### src/rtl/stack_ctrl_pkg.sv
// stack_ctrl_pkg: shared types and constants for the two-requester LIFO stack controller.
// Build option: define STACK_CTRL_RR_EN for round-robin arbitration (fixed r0 priority otherwise).
package stack_ctrl_pkg;

  // Controller FSM states; one stack operation in flight at a time.
  typedef enum logic [1:0] {
    IDLE  = 2'd0,
    ISSUE = 2'd1,
    WAIT  = 2'd2,
    RESP  = 2'd3
  } state_e;

  // Requester operation encoding.
  localparam logic OP_PUSH = 1'b0;
  localparam logic OP_POP  = 1'b1;

  // Requester identifier: r0 = CPU call/return unit, r1 = push/pop instruction path.
  typedef logic id_t;
  localparam id_t ID_R0 = 1'b0;
  localparam id_t ID_R1 = 1'b1;

endpackage

### src/rtl/stack_arb.sv
// stack_arb: 2-way arbiter for the stack controller.
// Build option: STACK_CTRL_RR_EN selects round-robin (tie goes to the requester not granted
// last; pointer resets to r1 so r0 wins the first tie). Undefined: r0 always wins ties.
// Ports:
//   clk, rst  clock and synchronous active-high reset (pointer only)
//   req       request vector, bit i = requester i
//   advance   a grant was taken this cycle; updates the round-robin pointer
//   gnt_id    combinational winner id, meaningful only while |req
module stack_arb
  import stack_ctrl_pkg::*;
(
  input  logic       clk,
  input  logic       rst,
  input  logic [1:0] req,
  input  logic       advance,
  output id_t        gnt_id
);

`ifdef STACK_CTRL_RR_EN
  id_t last_q;

  // Last-granted pointer.
  always_ff @(posedge clk) begin
    if (rst) begin
      last_q <= ID_R1;
    end else if (advance) begin
      last_q <= gnt_id;
    end
  end

  // Tie goes to whoever was not granted last.
  always_comb begin
    if (req == 2'b11) begin
      gnt_id = (last_q == ID_R0) ? ID_R1 : ID_R0;
    end else begin
      gnt_id = req[0] ? ID_R0 : ID_R1;
    end
  end
`else
  // Fixed priority keeps no state.
  logic unused_rr;
  assign unused_rr = ^{clk, rst, advance};

  always_comb begin
    gnt_id = req[0] ? ID_R0 : ID_R1;
  end
`endif

endmodule

### src/rtl/stack_ctrl.sv
// stack_ctrl: two-requester controller for a DATA_W-bit, DEPTH-entry LIFO stack.
// Arbitrates push/pop requests, drives the stack enables/data, keeps a shadow occupancy
// count for full/empty, rejects overflow/underflow and routes popped data to the owner.
// Build option: STACK_CTRL_RR_EN enables round-robin arbitration (see stack_arb).
// Ports:
//   clk, rst                 clock, synchronous active-high reset
//   rN_req/op/wdata          requester N request (held until gnt), 0=push 1=pop, push data
//   rN_gnt/err               1-cycle accept pulse; err marks overflow/underflow
//   rN_rvalid/rdata          1-cycle pop response pulse; rdata held until next response
//   stk_write_en/read_en     stack enables (never both)
//   stk_data_in/data_out     stack data; data_out valid the cycle after read_en
//   count/full/empty         registered occupancy
module stack_ctrl
  import stack_ctrl_pkg::*;
#(
  parameter  int unsigned DATA_W = 32,
  parameter  int unsigned DEPTH  = 16,
  localparam int unsigned CNT_W  = $clog2(DEPTH + 1)
) (
  input  logic              clk,
  input  logic              rst,
  input  logic              r0_req,
  input  logic              r0_op,
  input  logic [DATA_W-1:0] r0_wdata,
  output logic              r0_gnt,
  output logic              r0_err,
  output logic              r0_rvalid,
  output logic [DATA_W-1:0] r0_rdata,
  input  logic              r1_req,
  input  logic              r1_op,
  input  logic [DATA_W-1:0] r1_wdata,
  output logic              r1_gnt,
  output logic              r1_err,
  output logic              r1_rvalid,
  output logic [DATA_W-1:0] r1_rdata,
  output logic              stk_write_en,
  output logic              stk_read_en,
  output logic [DATA_W-1:0] stk_data_in,
  input  logic [DATA_W-1:0] stk_data_out,
  output logic [CNT_W-1:0]  count,
  output logic              full,
  output logic              empty
);

  state_e            state_q, state_nxt;
  id_t               win_id, id_q;
  logic              win_op;
  logic [DATA_W-1:0] win_wdata;
  logic              advance;
  logic [1:0]        gnt_q, gnt_nxt, err_q, err_nxt, rvalid_q, rvalid_nxt;
  logic              we_nxt, re_nxt;
  logic [CNT_W-1:0]  count_nxt;

  stack_arb u_arb (
    .clk     (clk),
    .rst     (rst),
    .req     ({r1_req, r0_req}),
    .advance (advance),
    .gnt_id  (win_id)
  );

  assign win_op    = (win_id == ID_R1) ? r1_op    : r0_op;
  assign win_wdata = (win_id == ID_R1) ? r1_wdata : r0_wdata;

  assign r0_gnt    = gnt_q[0];
  assign r1_gnt    = gnt_q[1];
  assign r0_err    = err_q[0];
  assign r1_err    = err_q[1];
  assign r0_rvalid = rvalid_q[0];
  assign r1_rvalid = rvalid_q[1];

  // Next state and next-cycle outputs; ISSUE-cycle pulses are decided while still in IDLE
  // so they leave a register, using full/empty which already reflect the last ISSUE.
  always_comb begin
    state_nxt  = state_q;
    advance    = 1'b0;
    gnt_nxt    = '0;
    err_nxt    = '0;
    rvalid_nxt = '0;
    we_nxt     = 1'b0;
    re_nxt     = 1'b0;
    unique case (state_q)
      IDLE: begin
        if (r0_req || r1_req) begin
          advance          = 1'b1;
          state_nxt        = ISSUE;
          gnt_nxt[win_id]  = 1'b1;
          if (win_op == OP_PUSH) begin
            if (full) err_nxt[win_id] = 1'b1;
            else      we_nxt          = 1'b1;
          end else begin
            if (empty) err_nxt[win_id] = 1'b1;
            else       re_nxt          = 1'b1;
          end
        end
      end
      ISSUE: state_nxt = stk_read_en ? WAIT : IDLE;
      WAIT: begin
        state_nxt        = RESP;
        rvalid_nxt[id_q] = 1'b1;
      end
      RESP: state_nxt = IDLE;
    endcase
  end

  // State and control-output registers.
  always_ff @(posedge clk) begin
    if (rst) begin
      state_q      <= IDLE;
      gnt_q        <= '0;
      err_q        <= '0;
      rvalid_q     <= '0;
      stk_write_en <= 1'b0;
      stk_read_en  <= 1'b0;
    end else begin
      state_q      <= state_nxt;
      gnt_q        <= gnt_nxt;
      err_q        <= err_nxt;
      rvalid_q     <= rvalid_nxt;
      stk_write_en <= we_nxt;
      stk_read_en  <= re_nxt;
    end
  end

  // Occupancy follows the enables actually issued to the stack.
  always_comb begin
    count_nxt = count;
    if (stk_write_en)     count_nxt = count + CNT_W'(1);
    else if (stk_read_en) count_nxt = count - CNT_W'(1);
  end

  // Datapath: winner latch, pop data capture, occupancy flags.
  always_ff @(posedge clk) begin
    if (rst) begin
      id_q        <= ID_R0;
      stk_data_in <= '0;
      r0_rdata    <= '0;
      r1_rdata    <= '0;
      count       <= '0;
      full        <= 1'b0;
      empty       <= 1'b1;
    end else begin
      if (advance) begin
        id_q        <= win_id;
        stk_data_in <= win_wdata;
      end
      if (state_q == WAIT) begin
        if (id_q == ID_R1) r1_rdata <= stk_data_out;
        else               r0_rdata <= stk_data_out;
      end
      count <= count_nxt;
      full  <= (count_nxt == CNT_W'(DEPTH));
      empty <= (count_nxt == '0);
    end
  end

endmodule
### config.mk
export PLATFORM = sky130hd
export DESIGN_NAME = stack_ctrl
export DESIGN_NICKNAME = d
export VERILOG_FILES = /design/src/rtl/stack_ctrl_pkg.sv /design/src/rtl/stack_arb.sv /design/src/rtl/stack_ctrl.sv
export SDC_FILE = /design/constraint.sdc
export NUM_CORES = 1
export LEC_CHECK = 0
export ABC_CLOCK_PERIOD_IN_PS = 2100
export CAP_MARGIN = 20
export CORE_MARGIN = 2
export CORE_UTILIZATION = 40
export CTS_BUF_LIST = sky130_fd_sc_hd__clkbuf_8
export DETAILED_ROUTE_END_ITERATION = 8
export PLACE_DENSITY = 0.88
export SLEW_MARGIN = 40
export SYNTH_ARGS = -nofsm -noshare
export SYNTH_HDL_FRONTEND = slang
export SYNTH_SLANG_ARGS = --single-unit
### constraint.sdc
create_clock -name clk -period 2.1 [get_ports clk]
set_clock_uncertainty 0.15 [all_clocks]
set_input_delay 0.42 -clock clk [delete_from_list [all_inputs] [get_ports clk]]
set_output_delay 0.42 -clock clk [all_outputs]
set_load 0.01 [all_outputs]
# Word level (Yosys, flattened, before mapping)
# Index checks and enable logic that the tools add are counted.
dict set report word_totals {
  regBits 114
  latch_bits 0
  ramBits 0
  mem_bits_ro 0
  input_bits 102
  elab_cells 59
  n_memories 0
}
dict set report classes {
  add_sub_neg 2
  n_mul 0
  div 0
  order_cmp 4
  n_eq_ne 5
  shifts 0
  n_mux 19
  bitwise 5
  reduce_logical 11
}
# operator count
set op_table {}
lappend op_table {{two-way mux 32 bit} 1}
lappend op_table {{two-way mux 2 bit} 5}
lappend op_table {{two-way mux 5 bit} 2}
lappend op_table {{two-way mux 1 bit} 8}
lappend op_table {{case mux 2 bit (4 select lines)} 1}
lappend op_table {{OR reduction 4 bit} 2}
lappend op_table {{adder 5 x 1 -> 5 bit, second input constant} 1}
lappend op_table {{equality test 5 bit, second input constant} 1}
lappend op_table {{zero test 5 bit} 1}
lappend op_table {{NOT 1 bit} 5}
lappend op_table {{subtractor 5 x 1 -> 5 bit, second input constant} 1}
lappend op_table {{equality test 2 bit, second input constant} 2}
lappend op_table {{less-than comparator 1 x 2 -> 1 bit, second input constant} 2}
lappend op_table {{AND reduction 2 bit} 2}
lappend op_table {{OR reduction 3 bit} 1}
lappend op_table {{demux 1 bit (select 1 bit)} 2}
lappend op_table {{equality test 2 x 1 -> 1 bit, second input constant} 1}
lappend op_table {{>= comparator 1 bit, second input constant} 2}
lappend op_table {{logical AND 1 bit} 2}
lappend op_table {{zero test 2 bit} 1}
lappend op_table {{!= test 2 bit, second input constant} 1}
lappend op_table {{OR reduction 2 bit} 1}
lappend op_table {{logical OR 1 bit} 1}

# Logic depth before layout (Yosys ltp)
# Gate-level depths: netlist (run 1).
dict set report depth {
  word_depth 7
  mapped_depth 6
  depth_no_buf 6
}

# By module
# A second synthesis (run 1) with hierarchy kept.
dict set report hier_totals {
  cells_unflattened 504
  hier_area_um2 4426.7
}
# module instances cells_per_inst area_per_inst_um2 seq_area_each_um2
set modules_own_cells {}
lappend modules_own_cells {stack_ctrl 1 503 4423.0 2282.2}
lappend modules_own_cells {stack_arb 1 1 3.8 0.0}

# Worst setup path after synthesis (run 1)
# No wires, ideal clock.
dict set report synth_timing {
  kind {reg-to-reg}
  from {register count[0]}
  to {register full}
  setup_time_ps 78
  arrival_ps 1418
  path_slack_ps 454
  stages_incl_launch_ff 7
  path_buffers 0
  period_less_slack_ps 1646
  cell_sequence {dfxtp_1 > inv_1 > ha_1 > and3b_1 > o211ai_1 > o221ai_1 > nor3_1}
}
dict set report synth_between {
  elab_chain_cells 4
  elab_cells_between_ends 5
  cone_classes {add/sub: 2; eq/ne: 1; mux: 2}
}
# element line_no
set synth_lines {}
lappend synth_lines {{start, declared} stack_ctrl.sv:40} ;# output logic [CNT_W-1:0] count,
lappend synth_lines {{start signal, assigned} stack_ctrl.sv:151} ;# count <= count_nxt;
lappend synth_lines {{subtractor 5 x 1 -> 5 bit} stack_ctrl.sv:129} ;# else if (stk_read_en) count_nxt = count - CNT_W'(1);
lappend synth_lines {{two-way mux 5 bit} stack_ctrl.sv:129}
lappend synth_lines {{two-way mux 5 bit *} stack_ctrl.sv:128} ;# if (stk_write_en) count_nxt = count + CNT_W'(1);
lappend synth_lines {{equality test 5 bit *} stack_ctrl.sv:152} ;# full <= (count_nxt == CNT_W'(DEPTH));
lappend synth_lines {{end signal, assigned} stack_ctrl.sv:152}
lappend synth_lines {{end, declared} stack_ctrl.sv:41} ;# output logic full,
# Every way passes the cells marked *; elsewhere a longest branch is shown, timed or not.
# A chain may end at the register's enable or synchronous reset.

# Worst setup path after layout (run 1)
dict set report layout_timing {
  from {register stk_read_en}
  to {output stk_read_en}
}
# element line_no
set layout_lines {}
lappend layout_lines {{start, declared} stack_ctrl.sv:37} ;# output logic stk_read_en,
lappend layout_lines {{start signal, assigned} stack_ctrl.sv:121} ;# stk_read_en <= re_nxt;
# No word-level cell between the ends.

==> impl_metrics.xml, run 1 <==
<?xml version="1.0" encoding="UTF-8"?>
<metrics>
  <group name="cts">
    <metric name="clkSinkCount" unit="">114</metric>
    <metric name="cts_buffer_depth" unit="">2</metric>
    <metric name="tritoncts.num_buffers" unit="">17</metric>
    <metric name="tritoncts_clock_tree" unit="">yes</metric>
    <metric name="clk_root_buffer_cell" unit="">sky130_fd_sc_hd__clkbuf_8</metric>
    <metric name="insertion_delay" unit="ns">0.42</metric>
    <metric name="post_cts_buffers" unit="">0</metric>
    <metric name="clk_pin_slew" unit="ns">0.07</metric>
    <metric name="cts_htree_levels" unit="">4</metric>
  </group>
  <group name="critical_path">
    <metric name="slowest_stage" unit="">sky130_fd_sc_hd__clkdlybuf4s50_1</metric>
    <metric name="cp_top_family" unit="">buffers and inverters</metric>
    <metric name="path_buf_inv" unit="">1</metric>
    <metric name="cp.arrival" unit="ns">1.47</metric>
    <metric name="worst_setup_path_end_kind" unit="">output port</metric>
    <metric name="cp_cell_sequence" unit="">clkdlybuf4s50_1</metric>
    <metric name="cpPeakStageDelay" unit="ns">0.58</metric>
    <metric name="critical_path.startpoint" unit="">stk_read_en</metric>
    <metric name="worstSetupStartpointType" unit="">register</metric>
    <metric name="setup.worst_path.class" unit="">reg -&gt; out</metric>
    <metric name="rr_startpoint" unit="">count[0]</metric>
    <metric name="required" unit="ns">1.53</metric>
    <metric name="critPathMaxFanout" unit="">12</metric>
  </group>
  <group name="worst_hold_path">
    <metric name="timing.hold.worst.class" unit="">in -&gt; reg</metric>
    <metric name="worst_hold_startpoint" unit="">rst</metric>
  </group>
  <group name="timing">
    <metric name="hold_vio_cnt_final" unit="">0</metric>
    <metric name="setup_viol_count_final" unit="">0</metric>
    <metric name="drv_slew" unit="">0</metric>
    <metric name="fmax" unit="MHz">491.3</metric>
    <metric name="layout_worst_path_cycle_share" unit="%">96.92</metric>
    <metric name="worst_slew_margin_rel" unit="%">69.23</metric>
    <metric name="tightest_slew" unit="ns">0.4615</metric>
    <metric name="grt_setup_unrepaired" unit="">no</metric>
    <metric name="post-route-worst-setup-slack" unit="ns">0.06475</metric>
    <metric name="period_minus_slack" unit="ns">2.035</metric>
    <metric name="final_sum_of_negative_setup_slack" unit="ns">0</metric>
  </group>
  <group name="floorplanning">
    <metric name="dieHeight" unit="um">109.6</metric>
    <metric name="ios" unit="">213</metric>
    <metric name="fp-row-count" unit="">38</metric>
    <metric name="design.die.area" unit="sq um">12010</metric>
    <metric name="die_w" unit="um">109.6</metric>
    <metric name="initial_util" unit="%">41.12</metric>
    <metric name="core_region_area" unit="sq um">10840</metric>
  </group>
  <group name="power">
    <metric name="power_leakage" unit="nW">2.546</metric>
    <metric name="sw_frac_of_total" unit="%">25.05</metric>
    <metric name="power_frac_comb" unit="%">14.9</metric>
    <metric name="p_clk_share" unit="%">38.6</metric>
    <metric name="power.switching" unit="mW">1.250</metric>
    <metric name="power-per-cell-area" unit="nW/um^2">710.5</metric>
    <metric name="p_int" unit="mW">3.738</metric>
    <metric name="seq_power_share" unit="%">46.5</metric>
    <metric name="vdd_drop_max" unit="mV">0.4313</metric>
  </group>
  <group name="grt">
    <metric name="grt_max_degree" unit="">67</metric>
    <metric name="antenna_violations_before_repair" unit="">0</metric>
    <metric name="groute.usage.overall" unit="%">21.43</metric>
    <metric name="grt-ovfl-total" unit="">0</metric>
    <metric name="grt_pass1_wl" unit="mm">19.93</metric>
    <metric name="grt_pass1_vias" unit="">4306</metric>
  </group>
  <group name="status">
    <metric name="run_status" unit="">completed</metric>
  </group>
  <group name="synth">
    <metric name="synth_edf_count" unit="">0</metric>
    <metric name="synth_top_area_share" unit="%">51.19</metric>
    <metric name="synth.cells.most_frequent" unit="">sky130_fd_sc_hd__nand2_1 (130), sky130_fd_sc_hd__dfxtp_1 (114), sky130_fd_sc_hd__a21oi_1 (66)</metric>
    <metric name="mappedNetlistArea" unit="sq um">4458</metric>
    <metric name="ys_async_sr_fraction" unit="%">0</metric>
    <metric name="syn_nets" unit="">609</metric>
    <metric name="number_of_synthesized_register_bits" unit="">114</metric>
    <metric name="netlist_top_cells_area" unit="">sky130_fd_sc_hd__dfxtp_1 (51%), sky130_fd_sc_hd__nand2_1 (11%), sky130_fd_sc_hd__mux2i_1 (7.6%)</metric>
    <metric name="synth_seq_area_share" unit="%">51.19</metric>
    <metric name="yosys.cell_count.top_type" unit="">sky130_fd_sc_hd__nand2_1</metric>
    <metric name="avgSynthCellArea" unit="sq um">8.828</metric>
    <metric name="ys.flop_type" unit="">sky130_fd_sc_hd__dfxtp_1</metric>
    <metric name="netlist-cell-type-count" unit="">43</metric>
    <metric name="synth_top_area_cell" unit="">sky130_fd_sc_hd__dfxtp_1</metric>
    <metric name="synth-warning-count" unit="">0</metric>
    <metric name="synth_cells" unit="">505</metric>
  </group>
  <group name="route">
    <metric name="viasPerCell" unit="">5.050</metric>
    <metric name="drtIter0Drc" unit="">268</metric>
    <metric name="drt-pass1-iter-count" unit="">5</metric>
    <metric name="drc" unit="">0</metric>
    <metric name="ant_nets" unit="">0</metric>
    <metric name="drt-total-wl" unit="mm">12.88</metric>
    <metric name="route.detailed.wl_per_inst" unit="um">15.01</metric>
    <metric name="dr_total_vias" unit="">4333</metric>
  </group>
  <group name="cells_and_area">
    <metric name="layout-drive-gt1-share" unit="%">8.914</metric>
    <metric name="finalNonFillerCells" unit="">858</metric>
    <metric name="utilization" unit="%">64.76</metric>
    <metric name="flow.area_growth_from_synthesis" unit="%">57.48</metric>
    <metric name="antenna-diode-count" unit="">0</metric>
    <metric name="num-nets-final" unit="">809</metric>
  </group>
  <group name="place">
    <metric name="dpl.cell_count" unit="">826</metric>
    <metric name="dp.final_hpwl" unit="mm">9.145</metric>
    <metric name="place_congestion" unit="">0.7528</metric>
    <metric name="dp_slack" unit="ns">0.1070</metric>
    <metric name="input_output_buffers" unit="">212</metric>
  </group>
  <group name="run">
    <metric name="timing.max_cap.violations" unit="">0</metric>
  </group>
</metrics>
placed cells by master, fill, tap and decap left out, types with 4 or more instances in the layout:
cell type                         count
sky130_fd_sc_hd__clkinv_2             8
sky130_fd_sc_hd__nor2_1              43
sky130_fd_sc_hd__a211oi_1            23
sky130_fd_sc_hd__nand2_1            130
sky130_fd_sc_hd__dfxtp_1            109
sky130_fd_sc_hd__a21oi_1             66
sky130_fd_sc_hd__buf_4                7
sky130_fd_sc_hd__nor3_1               6
sky130_fd_sc_hd__a211oi_2            10
sky130_fd_sc_hd__inv_1                4
sky130_fd_sc_hd__dfxtp_2              4
sky130_fd_sc_hd__mux2i_1             34
sky130_fd_sc_hd__clkdlybuf4s50_1    210
sky130_fd_sc_hd__clkbuf_8            18
power by group through the flow:
stage	logic (mW)	clock network [mW]	registers (mW)
final	0.743	1.93	2.32
after global routing	0.796	2.07	2.33
after CTS	0.746	1.96	2.32
after detailed placement	0.740	0	2.36
after global placement	0.716	0	2.36
after floorplan	0.280	0	2.39
cell families after synthesis:
group	after synthesis	share of synthesized area (%)
DFF	114	51.19
xor gates and xnor gates	3	0.5895
AOI/OAI and AO/OA	108	15.80
muxes	35	7.887
and+or+nand+nor	200	18.83
adders and majority gates	2	0.5612
buffers and inverters	43	5.136
worst paths after layout:
path / endpoint / slack, ns / cells past startpoint
min: count[4] / 0.28 / 2
min reg2reg: r0_rdata[19] / 0.30 / 2
max reg2reg: full / 0.36 / 6
max: stk_read_en / 0.06 / 1
state kept, by name, summed over array words and instances, names as in the netlist, 2 cells and up, named ones only:
name and count:
count 5, err_q 2, gnt_q 2, r0_rdata 32
r1_rdata 32, rvalid_q 2, stk_data_in 32
layer usage:
| layer | track usage, % | wire length [um] | share of wire [%] |
|---|---|---|---|
| met4 | 10.22 | 272 | 2.1 |
| met3 | 7.825 | 1205 | 9.4 |
| met1 | 22.76 | 5017 | 39 |
| met5 | 0 | 0 | 0 |
| met2 | 37.57 | 6387 | 50 |
per-stage QoR:
step	area (sq um)	power, mW	hold slack, ns
2_1_floorplan	4458	2.670	0.3262
3_3_place_gp	6641	3.077	0.2904
5_1_grt	7020	5.190	0.2839
6_report	7020	4.988	0.2818
4_1_cts	7015	5.027	0.2530
3_5_place_dp	6641	3.103	0.2956
layout make-up:
type,count,area [sq um]
tap,140,175.2
clock buffer,18,247.7
sequential,114,2291
multi-input combinational,348,1953
clock inverter,14,122.6
timing repair buffer,221,2220
fill,860,3820
inverter,3,11.26
timing repair:
action | in CTS | in global routing
endpoints found under the setup margin | 3 | 3
gates resized for setup | 3 | 3
hold buffers | 0 | 0
(Power assumes the default switching activity.)
==> run 2: changes to the inputs <==
SLEW_MARGIN = default   (was 40)
==> results of run 2 <==
Same layout as run 1: the final DEF is identical, and so are final timing and power.
